<file path="src/rtl/pipeline_ctrl_pkg.sv">
// Shared definitions for the pipeline controller: FSM states, stall vector
// encodings, MEM-stage exception codes and the redirect decode helper.
package pipeline_ctrl_pkg;

  typedef enum logic [0:0] {
    ST_RUN   = 1'b0,
    ST_FLUSH = 1'b1
  } state_t;

  // stall vector bit order: [0]=pc [1]=if [2]=id [3]=ex [4]=mem [5]=wb
  localparam logic [5:0] STALL_NONE = 6'b000000;
  localparam logic [5:0] STALL_ID   = 6'b000111;
  localparam logic [5:0] STALL_EX   = 6'b001111;
  localparam logic [5:0] STALL_MEM  = 6'b011111;

  localparam logic [31:0] EXC_NONE    = 32'h0000_0000;
  localparam logic [31:0] EXC_INT     = 32'h0000_0001;
  localparam logic [31:0] EXC_SYSCALL = 32'h0000_0008;
  localparam logic [31:0] EXC_INV     = 32'h0000_000a;
  localparam logic [31:0] EXC_OV      = 32'h0000_000c;
  localparam logic [31:0] EXC_TRAP    = 32'h0000_000d;
  localparam logic [31:0] EXC_ERET    = 32'h0000_000e;

  // Redirect target for a nonzero exception code; unknown codes take the
  // general exception vector.
  function automatic logic [31:0] redirect_pc(input logic [31:0] code,
                                              input logic [31:0] epc,
                                              input logic [31:0] int_vec,
                                              input logic [31:0] exc_vec);
    logic [31:0] target;
    case (code)
      EXC_INT:                                target = int_vec;
      EXC_ERET:                               target = epc;
      EXC_SYSCALL, EXC_INV, EXC_OV, EXC_TRAP: target = exc_vec;
      default:                                target = exc_vec;
    endcase
    return target;
  endfunction

endpackage

</file>
<file path="src/rtl/pipeline_ctrl_stall_watchdog.sv">
// Stall watchdog: counts consecutive stalled cycles and emits a registered
// one-cycle pulse when STALL_TIMEOUT of them have elapsed, then restarts.
module pipeline_ctrl_stall_watchdog #(
  parameter int STALL_TIMEOUT = 1024
) (
  input  logic clk,
  input  logic rst,
  input  logic active,
  output logic timeout
);

  localparam logic [15:0] LAST = 16'(STALL_TIMEOUT - 1);

  logic [15:0] count_q;
  logic        pulse_q;

  // Count while active; any idle cycle restarts the window.
  always_ff @(posedge clk) begin
    if (rst) begin
      count_q <= 16'd0;
      pulse_q <= 1'b0;
    end else begin
      pulse_q <= 1'b0;
      if (!active) begin
        count_q <= 16'd0;
      end else if (count_q == LAST) begin
        count_q <= 16'd0;
        pulse_q <= 1'b1;
      end else begin
        count_q <= count_q + 16'd1;
      end
    end
  end

  assign timeout = pulse_q;

endmodule

</file>
<file path="src/rtl/pipeline_ctrl.sv">
// Pipeline controller: merges stage stall requests, sequences exception
// flushes with a held redirect PC, and hosts the stall watchdog.
// Optional build macro STALL_PERF_EN adds per-source stall cycle counters.
//
// state    | meaning
// ST_RUN   | normal operation, stalls honoured, exceptions accepted
// ST_FLUSH | holding flush after an exception, inputs ignored
module pipeline_ctrl
  import pipeline_ctrl_pkg::*;
#(
  parameter int          FLUSH_CYCLES  = 1,
  parameter int          STALL_TIMEOUT = 1024,
  parameter logic [31:0] INT_VECTOR    = 32'h0000_0020,
  parameter logic [31:0] EXC_VECTOR    = 32'h0000_0040
) (
  input  logic        clk,
  input  logic        rst,
  input  logic        stallreq_from_id,
  input  logic        stallreq_from_ex,
  input  logic        stallreq_from_mem,
  input  logic [31:0] excepttype_i,
  input  logic [31:0] cp0_epc_i,
  output logic [5:0]  stall,
  output logic        flush,
  output logic [31:0] new_pc,
`ifdef STALL_PERF_EN
  output logic [31:0] perf_id_o,
  output logic [31:0] perf_ex_o,
  output logic [31:0] perf_mem_o,
`endif
  output logic        stall_timeout_o
);

  state_t      state_q, state_d;
  logic [3:0]  cnt_q, cnt_d;
  logic [31:0] pc_q, pc_d;
  logic [5:0]  stall_raw;
  logic        flush_raw;
  logic [31:0] pc_raw;
  logic        win_id, win_ex, win_mem;
  logic        wd_pulse;
  logic [31:0] exc_pc;

  assign exc_pc = redirect_pc(excepttype_i, cp0_epc_i, INT_VECTOR, EXC_VECTOR);

  // Next-state and combinational pipeline controls.
  always_comb begin
    state_d   = state_q;
    cnt_d     = cnt_q;
    pc_d      = pc_q;
    stall_raw = STALL_NONE;
    flush_raw = 1'b0;
    pc_raw    = 32'd0;
    win_id    = 1'b0;
    win_ex    = 1'b0;
    win_mem   = 1'b0;
    case (state_q)
      ST_RUN: begin
        if (excepttype_i != EXC_NONE) begin
          flush_raw = 1'b1;
          pc_raw    = exc_pc;
          pc_d      = exc_pc;
          if (FLUSH_CYCLES > 1) begin
            cnt_d   = 4'(FLUSH_CYCLES - 1);
            state_d = ST_FLUSH;
          end
        end else if (stallreq_from_mem) begin
          stall_raw = STALL_MEM;
          win_mem   = 1'b1;
        end else if (stallreq_from_ex) begin
          stall_raw = STALL_EX;
          win_ex    = 1'b1;
        end else if (stallreq_from_id) begin
          stall_raw = STALL_ID;
          win_id    = 1'b1;
        end
      end
      ST_FLUSH: begin
        flush_raw = 1'b1;
        pc_raw    = pc_q;
        cnt_d     = cnt_q - 4'd1;
        if (cnt_q == 4'd1) state_d = ST_RUN;
      end
      default: state_d = ST_RUN;
    endcase
  end

  // State, flush counter and latched redirect PC.
  always_ff @(posedge clk) begin
    if (rst) begin
      state_q <= ST_RUN;
      cnt_q   <= 4'd0;
      pc_q    <= 32'd0;
    end else begin
      state_q <= state_d;
      cnt_q   <= cnt_d;
      pc_q    <= pc_d;
    end
  end

  pipeline_ctrl_stall_watchdog #(
    .STALL_TIMEOUT(STALL_TIMEOUT)
  ) u_watchdog (
    .clk    (clk),
    .rst    (rst),
    .active (stall_raw != STALL_NONE),
    .timeout(wd_pulse)
  );

  assign stall           = rst ? STALL_NONE : stall_raw;
  assign flush           = flush_raw & ~rst;
  assign new_pc          = rst ? 32'd0 : pc_raw;
  assign stall_timeout_o = wd_pulse & ~rst;

`ifdef STALL_PERF_EN
  logic [31:0] perf_id_q, perf_ex_q, perf_mem_q;

  // Saturating per-source counts of cycles where that source won the stall.
  always_ff @(posedge clk) begin
    if (rst) begin
      perf_id_q  <= 32'd0;
      perf_ex_q  <= 32'd0;
      perf_mem_q <= 32'd0;
    end else begin
      if (win_id  && perf_id_q  != 32'hFFFF_FFFF) perf_id_q  <= perf_id_q  + 32'd1;
      if (win_ex  && perf_ex_q  != 32'hFFFF_FFFF) perf_ex_q  <= perf_ex_q  + 32'd1;
      if (win_mem && perf_mem_q != 32'hFFFF_FFFF) perf_mem_q <= perf_mem_q + 32'd1;
    end
  end

  assign perf_id_o  = rst ? 32'd0 : perf_id_q;
  assign perf_ex_o  = rst ? 32'd0 : perf_ex_q;
  assign perf_mem_o = rst ? 32'd0 : perf_mem_q;
`endif

endmodule
</file>
<file path="config.mk">
export PLATFORM = sky130hd
export DESIGN_NAME = pipeline_ctrl
export DESIGN_NICKNAME = d
export VERILOG_FILES = /design/src/rtl/pipeline_ctrl_pkg.sv /design/src/rtl/pipeline_ctrl_stall_watchdog.sv /design/src/rtl/pipeline_ctrl.sv
export SDC_FILE = /design/constraint.sdc
export NUM_CORES = 1
export LEC_CHECK = 0
export ABC_AREA = 0
export BUFFER_PORTS_ARGS = -buffer_cell sky130_fd_sc_hd__buf_4
export CAP_MARGIN = 20
export CORE_MARGIN = 3
export CORE_UTILIZATION = 52
export DETAILED_ROUTE_END_ITERATION = 10
export PLACE_DENSITY = 0.85
export REMOVE_ABC_BUFFERS = 1
export SLEW_MARGIN = 20
export SYNTH_ARGS = -nofsm -noshare
export SYNTH_HDL_FRONTEND = slang
export SYNTH_HIERARCHICAL = 1
export SYNTH_SLANG_ARGS = --single-unit
</file>
<file path="constraint.sdc">
create_clock -name clk -period 3.9 [get_ports clk]
set_clock_uncertainty 0.1 [all_clocks]
set_input_delay 0.39 -clock clk [delete_from_list [all_inputs] [get_ports clk]]
set_output_delay 0.39 -clock clk [all_outputs]
set_load 0.01 [all_outputs]
</file>
==> Word level (Yosys, flattened, before mapping) <==
Index checks and enable logic that the tools add are counted.
{ "word_totals": {"reg_bits": 54, "output_inout_bits": 40} }
{ "op_classes": {"bitwise": 5, "n_reduce_logical": 6, "mux": 14, "add_sub_neg": 2, "n_eq_ne": 4} }
{ "op_table": {"columns": ["cell", "n"], "rows": [
  ["$pmux 32 s2", 2],
  ["$mux 32", 2],
  ["$eq 32x1->1 const B", 1],
  ["$eq 32x4->1 const B", 1],
  ["$reduce_bool 32->1", 1],
  ["$add 16x1->16 const B", 1],
  ["$eq 16x10->1 const B", 1],
  ["$mux 5", 3],
  ["$mux 6", 1],
  ["$reduce_bool 6->1", 1],
  ["$eq 4x1->1 const B", 1],
  ["$mux 4", 1],
  ["$reduce_or 2->1", 2],
  ["$sub 4x1->4 const B", 1],
  ["$mux 1", 3],
  ["$mux 3", 1],
  ["$not 1->1", 3],
  ["$reduce_or 3->1", 1],
  ["$and 1x1->1", 2],
  ["$pmux 1 s2", 1],
  ["$reduce_and 2->1", 1]
]} }

==> Depth between registers and ports, before layout <==
{ "depth": {"word_depth": 8, "depth_mapped": 8, "depth_no_buf": 7} }

==> Cells and area by module <==
Netlist, hierarchy kept.
{ "by_module_without_submodules": {"columns": ["module", "instances", "cells_per_inst", "area_per_inst_um2", "seq_area_each_um2"], "rows": [
  ["pipeline_ctrl", 1, 177, 1920.6, 740.7],
  ["pipeline_ctrl_stall_watchdog", 1, 82, 753.2, 340.3]
]} }

==> Least setup slack after synthesis <==
No wires, ideal clock.
{ "synth_timing": {"kind": "input to output", "startpoint": "in excepttype_i[20]", "endpoint": "out stall[1]", "cell_stages": 5, "t_arrival_ns": 2.048, "path_slack_ns": 1.362, "required_time_ns": 3.410, "cell_sequence": "or4_1 nor4b_4 nand3_1 nor3_1 buf_4"} }
{ "synth_between": {"elab_chain_cells": 4} }
{ "synth_lines": {"columns": ["element", "line", "text"], "rows": [
  ["start: declaration", "pipeline_ctrl.sv:21", "input logic [31:0] excepttype_i,"],
  ["$reduce_bool 32->1", "pipeline_ctrl.sv:59", "if (excepttype_i != EXC_NONE) begin"],
  ["$mux 5", "pipeline_ctrl.sv:59", null],
  ["$mux 5", "pipeline_ctrl.sv:57", "case (state_q)"],
  ["$mux 6", "pipeline_ctrl.sv:110", "assign stall = rst ? STALL_NONE : stall_raw;"],
  ["end: declaration", "pipeline_ctrl.sv:23", "output logic [5:0] stall,"]
]} }
Every way passes these cells.

==> Worst setup path in the final report <==
{ "layout_timing": {"startpoint": "in excepttype_i[20]", "endpoint": "out new_pc[13]"} }
{ "layout_between": {"elab_chain_cells": 5, "word_cells_on_any_way": 7, "cone_classes": "eq/ne: 2; mux: 4; reduce/logical: 1"} }
{ "layout_lines": {"columns": ["element", "line", "text"], "rows": [
  ["$eq 32x4->1 or $eq 32x1->1 (tied branches)", "pipeline_ctrl_pkg.sv:31", "case (code)"],
  ["$pmux 32 s2", "pipeline_ctrl_pkg.sv:31", null],
  ["$mux 32 (*)", "pipeline_ctrl.sv:59", null],
  ["$pmux 32 s2 (*)", "pipeline_ctrl.sv:57", null],
  ["$mux 32 (*)", "pipeline_ctrl.sv:112", "assign new_pc = rst ? 32'd0 : pc_raw;"],
  ["end: declaration", "pipeline_ctrl.sv:25", "output logic [31:0] new_pc,"]
]} }
Every way passes the cells marked *; elsewhere a longest branch is shown, timed or not.

==> results.toml <==
[floorplan]
rows = 25
ios = 109
die_h_um = 77.7
die_w_um = 77.7
dieArea_um2 = 6040
core_um2 = 4850
start_util = 0.551

[timing]
max_slew.worst_pin.slew_ns = 0.924
drv_slew = 0
post-route-period-util = 0.752
rsz0062_at_grt = "false"
clock.fmax_mhz = 341
finalSetupViolCount = 0
final-hold-violation-count = 0
setup_ws_ns = 0.969
period_needed_ns = 2.93
slew_headroom = 0.383
setup_tns_ns = 0

[hold_path]
min_path_cells = 2
min_path_type = "input pin to flop"

[critical_path]
cp_common_cell = "buf_4"
slowest_stage = "and3_4"
rrSetupSlack_ns = 2.01
critical_path_class = "input pin to primary output"
crit_family = "simple AND/OR/NAND/NOR gates"
path_buf_inv = 2
critPathCaptureType = "primary output"
path_cells = "buf_4 -> or4_1 -> nor4b_4 -> and3_4 -> a22o_1 -> buf_4"
rr_worst_depth = 6
cp.arrival_ns = 2.44
setup.worst_path.start_class = "input pin"
critPathRequiredTime_ns = 3.41
max_stage_delay_ns = 0.63
path_depth = 6
critPathMaxFanout = 60

[logic_synthesis]
ys.flop_type = "dfxtp_1"
netlist_instances = 259
yosysTopAreaCell = "dfxtp_1"
avgSynthCellArea_um2 = 10.3
ys_ff_latch = 54
synth_cell_types = 43
synth_edf_count = 0
yosysWarnings = 6
seq_area_frac_synth = 0.404
synth.most_common_cell = "dfxtp_1"
netlist_area_um2 = 2670
netlist_top_cells_count = "dfxtp_1, nor2_1, a22o_1"
synth-async-reset-ratio = 0
synth_area_leaders = "dfxtp_1, a32o_2, a22o_1"
synth_top_area_frac = 0.404

[power]
powerDensity_nw_per_um2 = 286
ir_worst_vdd_v = 0.000269
p_leak_uw = 0.00154

[cts]
cts_num_sinks = 54
cts-resized-gates = 0
numCtsBuffers = 5
postCtsSetupBuffers = 0
clock_path_buffers = 2
clk_pin_slew_ns = 0.09
h-tree-depth = 2
holdBufCountCts = 0
clkLatencyLatePin_ns = 0.31
cts-root-buf = "clkbuf_8"
cts_tree = "done"

[grt]
grt_max_degree = 61
grt_usage = 0.211
antenna_found_initial = 0
grt_overflow_total = 0
grt_pass1_vias = 2326
grt_pass1_wl_um = 10300

[routing]
drc = 0
vias = 2382
vias_per_cell = 5.67
ant_nets = 0
post_drt_wl_per_cell_um = 15.1
routed_wl_um = 6330
drt_iter0_markers = 134
drt_pre_antenna_iters = 4

[placed_design]
io_buffer_count = 107
place.gp.congestion = 0.836
place.detailed.hpwl_um = 4510
dp_slack_ns = 0.988

[cells_and_area]
utilization = 0.716
diodes = 0
drive_above_1_share = 0.431
nets = 424
area_growth_pct = 29.8

[flow_run]
maxCapViolCount = 0

[run_status]
status = "completed"
-- kinds of logic after synthesis --
logic type / share of synthesized area
buffers and inverters: 0.0927
AOI/OAI and AO/OA: 0.263
DFF: 0.404
xor gates and xnor gates: 0.0557
and+or+nand+nor: 0.169
adders and majority gates: 0.0140
other: 0.00140
-- path summary, 6_finish.rpt --
check | start | to
worst max register to register | state_q | u_watchdog/count_q[13]
worst max-delay path | excepttype_i[20] | new_pc[13]
worst min register to register | u_watchdog/count_q[0] | u_watchdog/count_q[0]
worst min-delay path | cp0_epc_i[26] | pc_q[26]
-- where the power goes --
group | leakage, uW | internal (uW) | switching, uW
registers | 0.000435 | 551 | 0.140
clock network | 0.0000524 | 192 | 172
logic | 0.00105 | 48.2 | 27.8
total | 0.00154 | 792 | 200
-- per-stage QoR --
| step | hold slack [ns] | total power [uW] | area [um2] | instances |
|---|---|---|---|---|
| 5_1_grt | 0.180 | 1030 | 3470 | 420 |
| 6_report | 0.194 | 992 | 3470 | 420 |
| 3_3_place_gp | 0.347 | 639 | 3360 | 412 |
| 3_5_place_dp | 0.362 | 641 | 3360 | 412 |
| 2_1_floorplan | 0.330 | 575 | 2460 | 236 |
| 4_1_cts | 0.187 | 1000 | 3470 | 420 |
-- sequential cells by signal, summed over array words and instances, names as in the netlist --
register / count
pc_q: 32
u_watchdog/count_q: 16
cnt_q: 4
state_q: 1
u_watchdog/timeout: 1
-- metal layers --
layer / share of wire / GRT usage
met1: 0.39 / 0.231
met2: 0.50 / 0.372
met3: 0.090 / 0.0719
met4: 0.019 / 0.0819
met5: 0 / 0
-- layout make-up --
cell class	count	area, um2
inverters	9	33.8
clock buffers	7	76.3
flip-flops and latches	54	1080
fillers	383	1380
well taps	67	83.8
clock inverters	1	30.0
multi-input cells	173	1350
repair buffers	109	818
-- cells in the final DEF, fill, tap and decap left out, types with 2 or more instances in the layout --
cell type	instances
dfxtp_1	54
a221oi_1	2
nand4_1	4
a32o_2	28
nand2_1	6
nor3_1	6
nand3_2	3
xnor2_1	15
nor2_1	32
a21oi_1	2
clkbuf_1	2
a32o_1	2
nand3_1	4
buf_4	109
clkbuf_8	5
inv_1	9
a22o_1	30
xor2_1	2
nor4_1	11
ha_1	3
nor2b_1	2
No activity file was read; power rests on OpenSTA's default activity.
